==> src/rtl/song_reader_if.sv <==
`default_nettype none
// ============================================================================
// Module : song_reader_if
// Brief  : Control, ROM and note-player signals of the song reader.
// Rev    : 1.0
// ============================================================================
interface song_reader_if #(
    parameter int NOTE_W = 6,
    parameter int DUR_W  = 6,
    parameter int IDX_W  = 5,
    parameter int SONG_W = 2
);
    logic                      play;
    logic [SONG_W-1:0]         song;
    logic                      note_done;
    logic [SONG_W+IDX_W-1:0]   rom_addr;
    logic [NOTE_W+DUR_W-1:0]   rom_data;
    logic [NOTE_W-1:0]         note;
    logic [DUR_W-1:0]          duration;
    logic                      new_note;
    logic                      song_done;

    // Environment side: control unit, song ROM and note player.
    modport master (
        output play, song, note_done, rom_data,
        input  rom_addr, note, duration, new_note, song_done
    );

    modport slave (
        input  play, song, note_done, rom_data,
        output rom_addr, note, duration, new_note, song_done
    );
endinterface
`default_nettype wire

==> src/rtl/song_reader.sv <==
`default_nettype none
// ============================================================================
// Module : song_reader
// Brief  : Walks one song's note list in ROM and hands notes to the player.
// Rev    : 1.0
// ============================================================================
module song_reader #(
    parameter int NOTE_W = 6,
    parameter int DUR_W  = 6,
    parameter int IDX_W  = 5,
    parameter int SONG_W = 2
) (
    input  wire logic clk,
    input  wire logic reset,
    song_reader_if.slave bus
);
    localparam logic [2:0] S_IDLE      = 3'd0;
    localparam logic [2:0] S_FETCH     = 3'd1;
    localparam logic [2:0] S_LATCH     = 3'd2;
    localparam logic [2:0] S_NEW_NOTE  = 3'd3;
    localparam logic [2:0] S_WAIT_DONE = 3'd4;
    localparam logic [2:0] S_END       = 3'd5;

    localparam logic [IDX_W-1:0] LAST_IDX = '1;

    logic [2:0]        state;
    logic [2:0]        state_next;
    logic [IDX_W-1:0]  index;
    logic [NOTE_W-1:0] note_q;
    logic [DUR_W-1:0]  dur_q;

    logic [NOTE_W-1:0] rom_note;
    logic [DUR_W-1:0]  rom_dur;
    logic              last_note;

    assign rom_note  = bus.rom_data[NOTE_W+DUR_W-1 -: NOTE_W];
    assign rom_dur   = bus.rom_data[DUR_W-1:0];
    assign last_note = (index == LAST_IDX);

    always_comb begin
        state_next = state;
        case (state)
            S_IDLE:      if (bus.play) state_next = S_FETCH;
            S_FETCH:     if (bus.play) state_next = S_LATCH;
            // A zero duration is the end-of-song marker.
            S_LATCH:     state_next = (rom_dur == '0) ? S_END : S_NEW_NOTE;
            S_NEW_NOTE:  if (bus.play) state_next = S_WAIT_DONE;
            S_WAIT_DONE: if (bus.note_done) state_next = last_note ? S_END : S_FETCH;
            S_END:       state_next = S_IDLE;
            default:     state_next = S_IDLE;
        endcase
    end

    always_ff @(posedge clk) begin
        if (reset) begin
            state  <= S_IDLE;
            index  <= '0;
            note_q <= '0;
            dur_q  <= '0;
        end else begin
            state <= state_next;
            if (state == S_LATCH) begin
                note_q <= rom_note;
                dur_q  <= rom_dur;
            end
            // Index 31 never wraps: that note_done routes to END instead.
            if (state == S_WAIT_DONE && bus.note_done && !last_note)
                index <= index + 1'b1;
            if (state == S_END)
                index <= '0;
        end
    end

    assign bus.rom_addr  = {bus.song, index};
    assign bus.note      = note_q;
    assign bus.duration  = dur_q;
    assign bus.new_note  = (state == S_NEW_NOTE) && bus.play;
    assign bus.song_done = (state == S_END);

endmodule
`default_nettype wire
==> src/flat_wrapper.sv <==
// flat-port wrapper written by rule: the top's interface ports become plain ports
module song_reader_flat 
#(
    parameter int NOTE_W = 6,
    parameter int DUR_W  = 6,
    parameter int IDX_W  = 5,
    parameter int SONG_W = 2
)
  (clk, reset, bus_play, bus_song, bus_note_done, bus_rom_data, bus_rom_addr, bus_note, bus_duration, bus_new_note, bus_song_done);
  song_reader_if #(.NOTE_W(NOTE_W), .DUR_W(DUR_W), .IDX_W(IDX_W), .SONG_W(SONG_W)) bus_i ();
  input  wire logic clk;
  input  wire logic reset;
  input wire logic [$bits(bus_i.play)-1:0] bus_play;
  input wire logic [$bits(bus_i.song)-1:0] bus_song;
  input wire logic [$bits(bus_i.note_done)-1:0] bus_note_done;
  input wire logic [$bits(bus_i.rom_data)-1:0] bus_rom_data;
  output wire logic [$bits(bus_i.rom_addr)-1:0] bus_rom_addr;
  output wire logic [$bits(bus_i.note)-1:0] bus_note;
  output wire logic [$bits(bus_i.duration)-1:0] bus_duration;
  output wire logic [$bits(bus_i.new_note)-1:0] bus_new_note;
  output wire logic [$bits(bus_i.song_done)-1:0] bus_song_done;
  assign bus_i.play = bus_play;
  assign bus_i.song = bus_song;
  assign bus_i.note_done = bus_note_done;
  assign bus_i.rom_data = bus_rom_data;
  assign bus_rom_addr = bus_i.rom_addr;
  assign bus_note = bus_i.note;
  assign bus_duration = bus_i.duration;
  assign bus_new_note = bus_i.new_note;
  assign bus_song_done = bus_i.song_done;
  song_reader #(.NOTE_W(NOTE_W), .DUR_W(DUR_W), .IDX_W(IDX_W), .SONG_W(SONG_W)) u_core (.clk(clk), .reset(reset), .bus(bus_i));
endmodule
==> config.mk <==
export PLATFORM = sky130hd
export DESIGN_NAME = song_reader_flat
export DESIGN_NICKNAME = d
export VERILOG_FILES = /design/src/rtl/song_reader_if.sv /design/src/rtl/song_reader.sv /design/src/flat_wrapper.sv
export SDC_FILE = /design/constraint.sdc
export NUM_CORES = 1
export LEC_CHECK = 0
export BUFFER_PORTS_ARGS = -buffer_cell sky130_fd_sc_hd__buf_2
export CORE_UTILIZATION = 41
export CTS_CLUSTER_DIAMETER = 100
export DETAILED_ROUTE_END_ITERATION = 10
export GPL_ROUTABILITY_DRIVEN = 0
export GPL_TIMING_DRIVEN = 0
export PLACE_DENSITY = 0.81
export SKIP_LAST_GASP = 1
export SLEW_MARGIN = 20
export SYNTH_ARGS = -nofsm -noshare
export SYNTH_HDL_FRONTEND = slang
export SYNTH_SLANG_ARGS = --single-unit
==> constraint.sdc <==
create_clock -name clk -period 1.85 [get_ports clk]
set_clock_uncertainty 0.1 [all_clocks]
set_input_delay 0.0925 -clock clk [delete_from_list [all_inputs] [get_ports clk]]
set_output_delay 0.0925 -clock clk [all_outputs]
set_load 0.005 [all_outputs]
Word level (Yosys, flattened, before mapping)
Index checks and enable logic that the tools add are counted.
{"block": "classes", "n_addsub": 1, "eq_ne": 10, "muxes": 7, "n_reduce_logical": 8}
{"cell": "$mux 3", "count": 6}
{"cell": "$pmux 3 s5", "count": 1}
{"cell": "$ne 2x2->1 const B", "count": 4}
{"cell": "$eq 3x2->1 const B", "count": 2}
{"cell": "$eq 3x3->1 const B", "count": 2}
{"cell": "$logic_not 6->1", "count": 1}
{"cell": "$add 5x1->5 const B", "count": 1}
{"cell": "$eq 5x5->1 const B", "count": 1}
{"cell": "$reduce_and 4->1", "count": 1}
{"cell": "$eq 3x1->1 const B", "count": 1}
{"cell": "$logic_and 1x1->1", "count": 3}
{"cell": "$logic_not 3->1", "count": 1}
{"cell": "$reduce_or 2->1", "count": 1}
{"cell": "$logic_not 1->1", "count": 1}
{"block": "totals", "register_bits": 20, "input_bits": 18, "word_cells": 30}

Depth between registers and ports, before layout
Gate-level depths: netlist (run 1).
{"block": "depth", "depth_word": 4, "depth_mapped": 6}

Least setup slack after synthesis (run 1)
OpenSTA, ideal clock, no wires.
{"block": "synth_timing", "kind": "register to register", "start": "register u_core.index[0]", "end": "register u_core.state[2]", "t_arrival_ns": 1.589, "setup_slack_ns": 0.070, "path_stages_with_launch": 7, "n_path_buf": 0, "period_less_slack_ns": 1.780, "cell_sequence": "dfxtp_1 > ha_1 > and3_1 > ha_1 > inv_1 > a2111o_1 > a311oi_1"}
{"block": "synth_between", "elab_chain_cells": 4}
{"element": "start: declaration", "line_no": "song_reader.sv:28", "text": "logic [IDX_W-1:0] index;"}
{"element": "start signal: assignment", "line_no": "song_reader.sv:68", "text": "index <= index + 1'b1;"}
{"element": "$eq 5x5->1", "line_no": "song_reader.sv:38", "text": "assign last_note = (index == LAST_IDX);"}
{"element": "$mux 3 (2 in a row)", "line_no": "song_reader.sv:48", "text": "S_WAIT_DONE: if (bus.note_done) state_next = last_note ? S_END : S_FETCH;"}
{"element": "$pmux 3 s5", "line_no": "song_reader.sv:42", "text": "case (state)"}
{"element": "end signal: assignment", "line_no": "song_reader.sv:61", "text": "state <= state_next;"}
{"element": "end: declaration", "line_no": "song_reader.sv:26", "text": "logic [2:0] state;"}
Every way passes these cells. The select of a mux whose other input is x is not followed.
A chain may end at the register's enable or synchronous reset.

Worst setup path in the final report (run 1)
{"block": "layout_timing", "start": "register u_core.state[2]", "end": "register u_core.dur_q[0] (netlist: u_core.bus.duration[0])"}
{"block": "layout_between", "elab_chain_cells": 1}
{"element": "$eq 3x2->1", "line_no": "song_reader.sv:62", "text": "if (state == S_LATCH) begin"}
{"element": "end signal: assignment", "line_no": "song_reader.sv:64", "text": "dur_q <= rom_dur;"}
{"element": "end: declaration", "line_no": "song_reader.sv:30", "text": "logic [DUR_W-1:0] dur_q;"}
Every way passes these cells.

==> results.json, run 1 <==
{
  "max-clock-path-buffers": 2,
  "p_comb_frac": 0.169,
  "clock.fmax_mhz": 556,
  "cts_root_buf": "clkbuf_4",
  "critPathKind": "flip-flop to flip-flop",
  "yosys.area.top_type_share": 0.438,
  "grt_max_degree": 11,
  "rr_startpoint": "u_core.state[2]",
  "p_int_uw": 592,
  "area_delta_synth_final_pct": 44.2,
  "die_w_um": 49.2,
  "ys_ff_latch": 20,
  "end_kind": "flip-flop",
  "required_ps": 1950,
  "p_sw_frac": 0.249,
  "preCtsSetupSlack_ps": -138,
  "period_needed_ps": 1800,
  "antenna_found_initial": 0,
  "nets": 189,
  "synth_area_um2": 913,
  "route.detailed.drc": 0,
  "path_clk_slew_ps": 110,
  "reg2reg_to": "u_core.bus.duration[0]",
  "yosysUniqueCellTypes": 31,
  "viasPerCell": 5.14,
  "fill_cells": 176,
  "placedCellCount": 176,
  "finalCritPeriodShare": 0.972,
  "port_buffers": 36,
  "first_iter_violations": 29,
  "multiInputGateArea_um2": 460,
  "grt_pass1_vias": 914,
  "route.vias.total": 997,
  "die_h_um": 49.2,
  "rows": 16,
  "dominantRegCellSynth": "dfxtp_1",
  "synth.largest_area_cell": "dfxtp_1",
  "die_area_um2": 2420,
  "overflow": 0,
  "worst_pin_slew_ps": 437,
  "clk_latency_ps": 300,
  "register_area_um2": 403,
  "crit_end": "u_core.bus.duration[0]",
  "hpwl_mm": 1.59,
  "reg2reg_slack_ps": 50,
  "setup_viol": 0,
  "insertedDiodeCount": 0,
  "p_seq_frac": 0.574,
  "initial_core_util": 0.452,
  "final_common_cell": "buf_2",
  "drt_pass1_iterations": 4,
  "ant_nets": 0,
  "grt_pass1_wl_mm": 3.68,
  "hold_slack_ps": 31.5,
  "cp-start-kind": "flip-flop",
  "cts_buffers": 3,
  "syn_inst": 113,
  "synth-edff-count": 0,
  "yosys-top-cells-area": "dfxtp_1 (44%), a21oi_1 (11%), nand2_1 (10%), buf_2 (3.3%), ha_1 (2.7%)",
  "critPathMaxFanout": 10,
  "detail_route.wl_per_cell_um": 12.1,
  "slew_violations": 0,
  "layout_common_cells": "buf_2 (40), nand2_1 (25), a21oi_1 (20)",
  "fin_cells": 194,
  "finalWorstSetupSlack_ps": 51.4,
  "p_leak_uw": 0.000590,
  "p_per_area_nw_per_um2": 599,
  "power.switching_uw": 196,
  "cts_tree": "built",
  "power_frac_clock": 0.257,
  "syn_avg_cell_area_um2": 8.08,
  "min_path_type": "primary input to flip-flop",
  "yosys_warnings": 0,
  "hold_viol": 0,
  "async_flop_share": 0,
  "yosysSeqAreaShare": 0.438,
  "status": "finished clean",
  "drive_above_1_share": 0.329,
  "coreArea_um2": 2020,
  "grtUsageTotal": 0.197,
  "htreeDepth": 1,
  "clock_sinks": 20,
  "io_pins": 39,
  "crit_start": "u_core.state[2]",
  "routed_wl_mm": 2.35,
  "ir_drop_v": 0.000452,
  "cp.arrival_ps": 1900,
  "relSlewSlack": 0.708,
  "reg2regPathDepth": 5,
  "drv_cap": 0,
  "syn_nets": 133
}
## cells in the mapped netlist (all sizes together) (2+ instances only)
cell and instances:
nand3 4, nand2 25, o31ai 2, or4 2, nand2b 2, inv 5
dfxtp 20, and3 2, o21bai 2, o21ai 3, ha 2, buf 8
a21oi 20
## power by group through the flow
stage	Combinational [µW]	Sequential [µW]	Clock, µW
2_1_floorplan	61.9	463	0
3_3_place_gp	105	462	0
3_5_place_dp	108	462	0
4_1_cts	129	452	205
5_1_grt	146	454	232
6_report	133	453	203
## what timing repair did
item,in CTS,in global routing
setup endpoints to repair,3,3
hold buffers,13,0
endpoints found under the hold margin,13,0
resized for setup,3,6
setup buffers,0,2
## layout make-up
| class | instances | share of cell area |
|---|---|---|
| timing repair buffer | 51 | 0.247 |
| inverter | 5 | 0.0142 |
| clock buffer | 3 | 0.0171 |
| sequential | 20 | 0.306 |
| buffer | 9 | 0.0408 |
| tap | 27 | 0.0256 |
| multi-input combinational | 79 | 0.349 |
## metal layers
layer | vias up | routed length, µm | global-route usage
met3 | 5 | 111 | 0.0312
met5 | - | 0 | 0
met1 | 456 | 936 | 0.195
met2 | 35 | 1260 | 0.395
li1 | 501 | - | -
met4 | 0 | 40 | 0.0784
## cells by family after synthesis
group                      Yosys count  share of synthesized area
and+or+nand+nor                     44                      0.248
AOI/OAI and AO/OA                   33                      0.212
DFF                                 20                      0.438
buffers and inverters               14                     0.0740
adders and majority gates            2                     0.0274
## worst max-delay path: stages, from the launching register on
cell and delay [ps]:
dfxtp_1 330, buf_4 170, or3b_4 410, nand2_1 70, a21oi_1 60, dlygate4sd3_1 550
## sequential cells by signal, indices dropped and copies added (netlist names)
register,count
u_core.bus.duration,6
u_core.bus.note,6
u_core.index,5
u_core.state,3
## how the worst min path moves through the flow
stage | cells past startpoint | slack (ps) | to | from
global route | 3 | 30 | u_core.state[2] | bus_note_done
detailed placement | 3 | 240 | u_core.bus.note[0] | bus_rom_data[6]
finish | 3 | 30 | u_core.state[2] | bus_note_done
CTS | 3 | 30 | u_core.state[2] | bus_note_done
global placement | 3 | 230 | u_core.bus.note[3] | bus_rom_data[9]
floorplan | 1 | 60 | u_core.bus.duration[0] | reset
## through the flow
step / utilization / instance area [µm²] / power (µW) / TNS [ps]
detailed placement: 0.558 / 1130 / 570 / -144
global route: 0.652 / 1320 / 832 / -30.7
global placement: 0.558 / 1130 / 567 / -41.9
finish: 0.652 / 1320 / 789 / 0
floorplan: - / 913 / 525 / 0
CTS: 0.640 / 1290 / 786 / 0
Power figures use the tool's default switching activity.
==> run 2: changes to the inputs <==
--- a/config.mk
+++ b/config.mk
@@ -6,12 +6,13 @@
 export NUM_CORES = 1
 export LEC_CHECK = 0
 export BUFFER_PORTS_ARGS = -buffer_cell sky130_fd_sc_hd__buf_2
-export CORE_UTILIZATION = 41
+export CORE_UTILIZATION = 43
+export CTS_BUF_LIST = sky130_fd_sc_hd__clkbuf_4
 export CTS_CLUSTER_DIAMETER = 100
 export DETAILED_ROUTE_END_ITERATION = 10
 export GPL_ROUTABILITY_DRIVEN = 0
 export GPL_TIMING_DRIVEN = 0
-export PLACE_DENSITY = 0.81
+export PLACE_DENSITY = 0.84
 export SKIP_LAST_GASP = 1
 export SLEW_MARGIN = 20
 export SYNTH_ARGS = -nofsm -noshare
==> run 2 against run 1 <==
Compared with the run above:
- count of clock-buffer cells in the layout unchanged
- worst setup slack got worse by 16 ps
- die area down 4.5%
- final cell count fell by 0.52%
- critical path depth unchanged
- sequential share of layout area hardly changed
- critical endpoint is now u_core.index[2]
==> results.json, run 2 (same netlist as run 1, synthesis figures left out) <==
{
  "die_w_um": 48.1,
  "hold_viol": 0,
  "viasPerCell": 5.03,
  "routed_wl_mm": 2.32,
  "insertedDiodeCount": 0,
  "max-clock-path-buffers": 2,
  "relSlewSlack": 0.703,
  "critPathTopFamily": "simple AND/OR/NAND/NOR gates",
  "grt_max_degree": 13,
  "ir_drop_v": 0.000515,
  "crit_chain": "ha_1 > and3_1 > ha_4 > or4_1 > a21oi_1",
  "power_frac_clock": 0.378,
  "critPathKind": "flip-flop to flip-flop",
  "cts_buffers": 3,
  "min_path_type": "primary input to flip-flop",
  "ant_nets": 0,
  "p_leak_uw": 0.000588,
  "drive_above_1_share": 0.319,
  "detail_route.wl_per_cell_um": 12.0,
  "htreeDepth": 1,
  "rows": 16,
  "final_common_cell": "buf_2",
  "path_clk_slew_ps": 110,
  "layout_common_cells": "buf_2 (42), nand2_1 (25), a21oi_1 (20)",
  "worst_pin_slew_ps": 445,
  "required_ps": 1980,
  "area_delta_synth_final_pct": 45.3,
  "period_needed_ps": 1810,
  "drt_pass1_iterations": 4,
  "finalPower_uw": 937,
  "initial_core_util": 0.461,
  "overflow": 0,
  "setup_viol": 0,
  "clock.fmax_mhz": 551,
  "clk_latency_ps": 290,
  "cp.arrival_ps": 1940,
  "slowest_delay_ps": 480,
  "hpwl_mm": 1.56,
  "grt_pass1_vias": 836,
  "die_area_um2": 2310,
  "grtUsageTotal": 0.213,
  "cts_root_buf": "clkbuf_4",
  "utilization": 0.670,
  "antenna_found_initial": 0,
  "nets": 187,
  "coreArea_um2": 1980,
  "drv_cap": 0,
  "die_h_um": 48.1,
  "p_sw_frac": 0.219,
  "port_buffers": 36,
  "cp-start-kind": "flip-flop",
  "route.vias.total": 971,
  "p_comb_frac": 0.140,
  "power.switching_uw": 205,
  "slew_violations": 0,
  "path_buf_inv": 0,
  "status": "finished clean",
  "p_per_area_nw_per_um2": 706,
  "p_int_uw": 732,
  "slowest_stage": "or4_1",
  "clock_sinks": 20,
  "rsz0062_at_grt": "yes",
  "route.detailed.drc": 0,
  "cts_setup_buffers": 0,
  "io_pins": 39,
  "finalCritPeriodShare": 0.981,
  "end_kind": "flip-flop",
  "cts_tree": "built",
  "grt_pass1_wl_mm": 3.42,
  "critPathMaxFanout": 9,
  "p_seq_frac": 0.482,
  "first_iter_violations": 16,
  "hold_slack_ps": 40.1
}
[run 2: cell types whose count changed in the layout (fill, tap and decap cells not counted), sizes merged]
cell and change:
bufinv +1, buf -2
[run 2: metal layers]
layer / share of wire / vias to the layer above / GRT usage
li1: - / 499 / -
met3: 0.046 / 2 / 0.0370
met1: 0.45 / 442 / 0.233
met4: 0.0039 / 0 / 0.0667
met2: 0.50 / 28 / 0.411
met5: 0 / - / 0
[run 2: area by class of cell]
class	count	area, µm²
inverters	5	18.8
well taps	27	33.8
multi-input cells	79	458
clock inverters	1	30.0
clock buffers	3	22.5
repair buffers	49	310
plain buffers	9	48.8
flip-flops and latches	20	405
fillers	166	654
[run 2: what timing repair did]
action	in CTS	in global routing
hold buffers	13	0
endpoints found under the setup margin	3	1
endpoints found under the hold margin	13	0
gates resized for setup	3	2
[run 2: power by group through the flow]
stage | Clock [µW] | Sequential (µW) | Combinational (µW)
after global placement | 0 | 461 | 105
after global routing | 385 | 454 | 145
final | 354 | 452 | 131
after CTS | 365 | 453 | 129
after detailed placement | 0 | 462 | 108
after floorplan | 0 | 463 | 61.9
[run 2: tightest hold or removal path: stages]
cell      delay (ps)
buf_2            100
a2111o_1         120
a311oi_1          80
[run 2: worst paths after layout]
kind	from	endpoint	slack (ps)	cells past startpoint
setup / recovery	u_core.index[0]	u_core.index[2]	40	5
hold / removal	bus_note_done	u_core.state[2]	40	3
setup reg to reg	u_core.index[0]	u_core.index[2]	40	5
hold reg to reg	u_core.bus.note[0]	u_core.bus.note[0]	360	2
[run 2: metrics by stage]
| step | cell area (µm²) | std cells | setup WS [ps] | setup TNS [ps] |
|---|---|---|---|---|
| global route | 1330 | 193 | -7.78 | -10.7 |
| finish | 1330 | 193 | 35.2 | 0 |
| global placement | 1130 | 176 | -37.5 | -37.5 |
| CTS | 1320 | 193 | 13.0 | 0 |
| detailed placement | 1130 | 176 | -120 | -164 |
| floorplan | 913 | 113 | 70.1 | 0 |
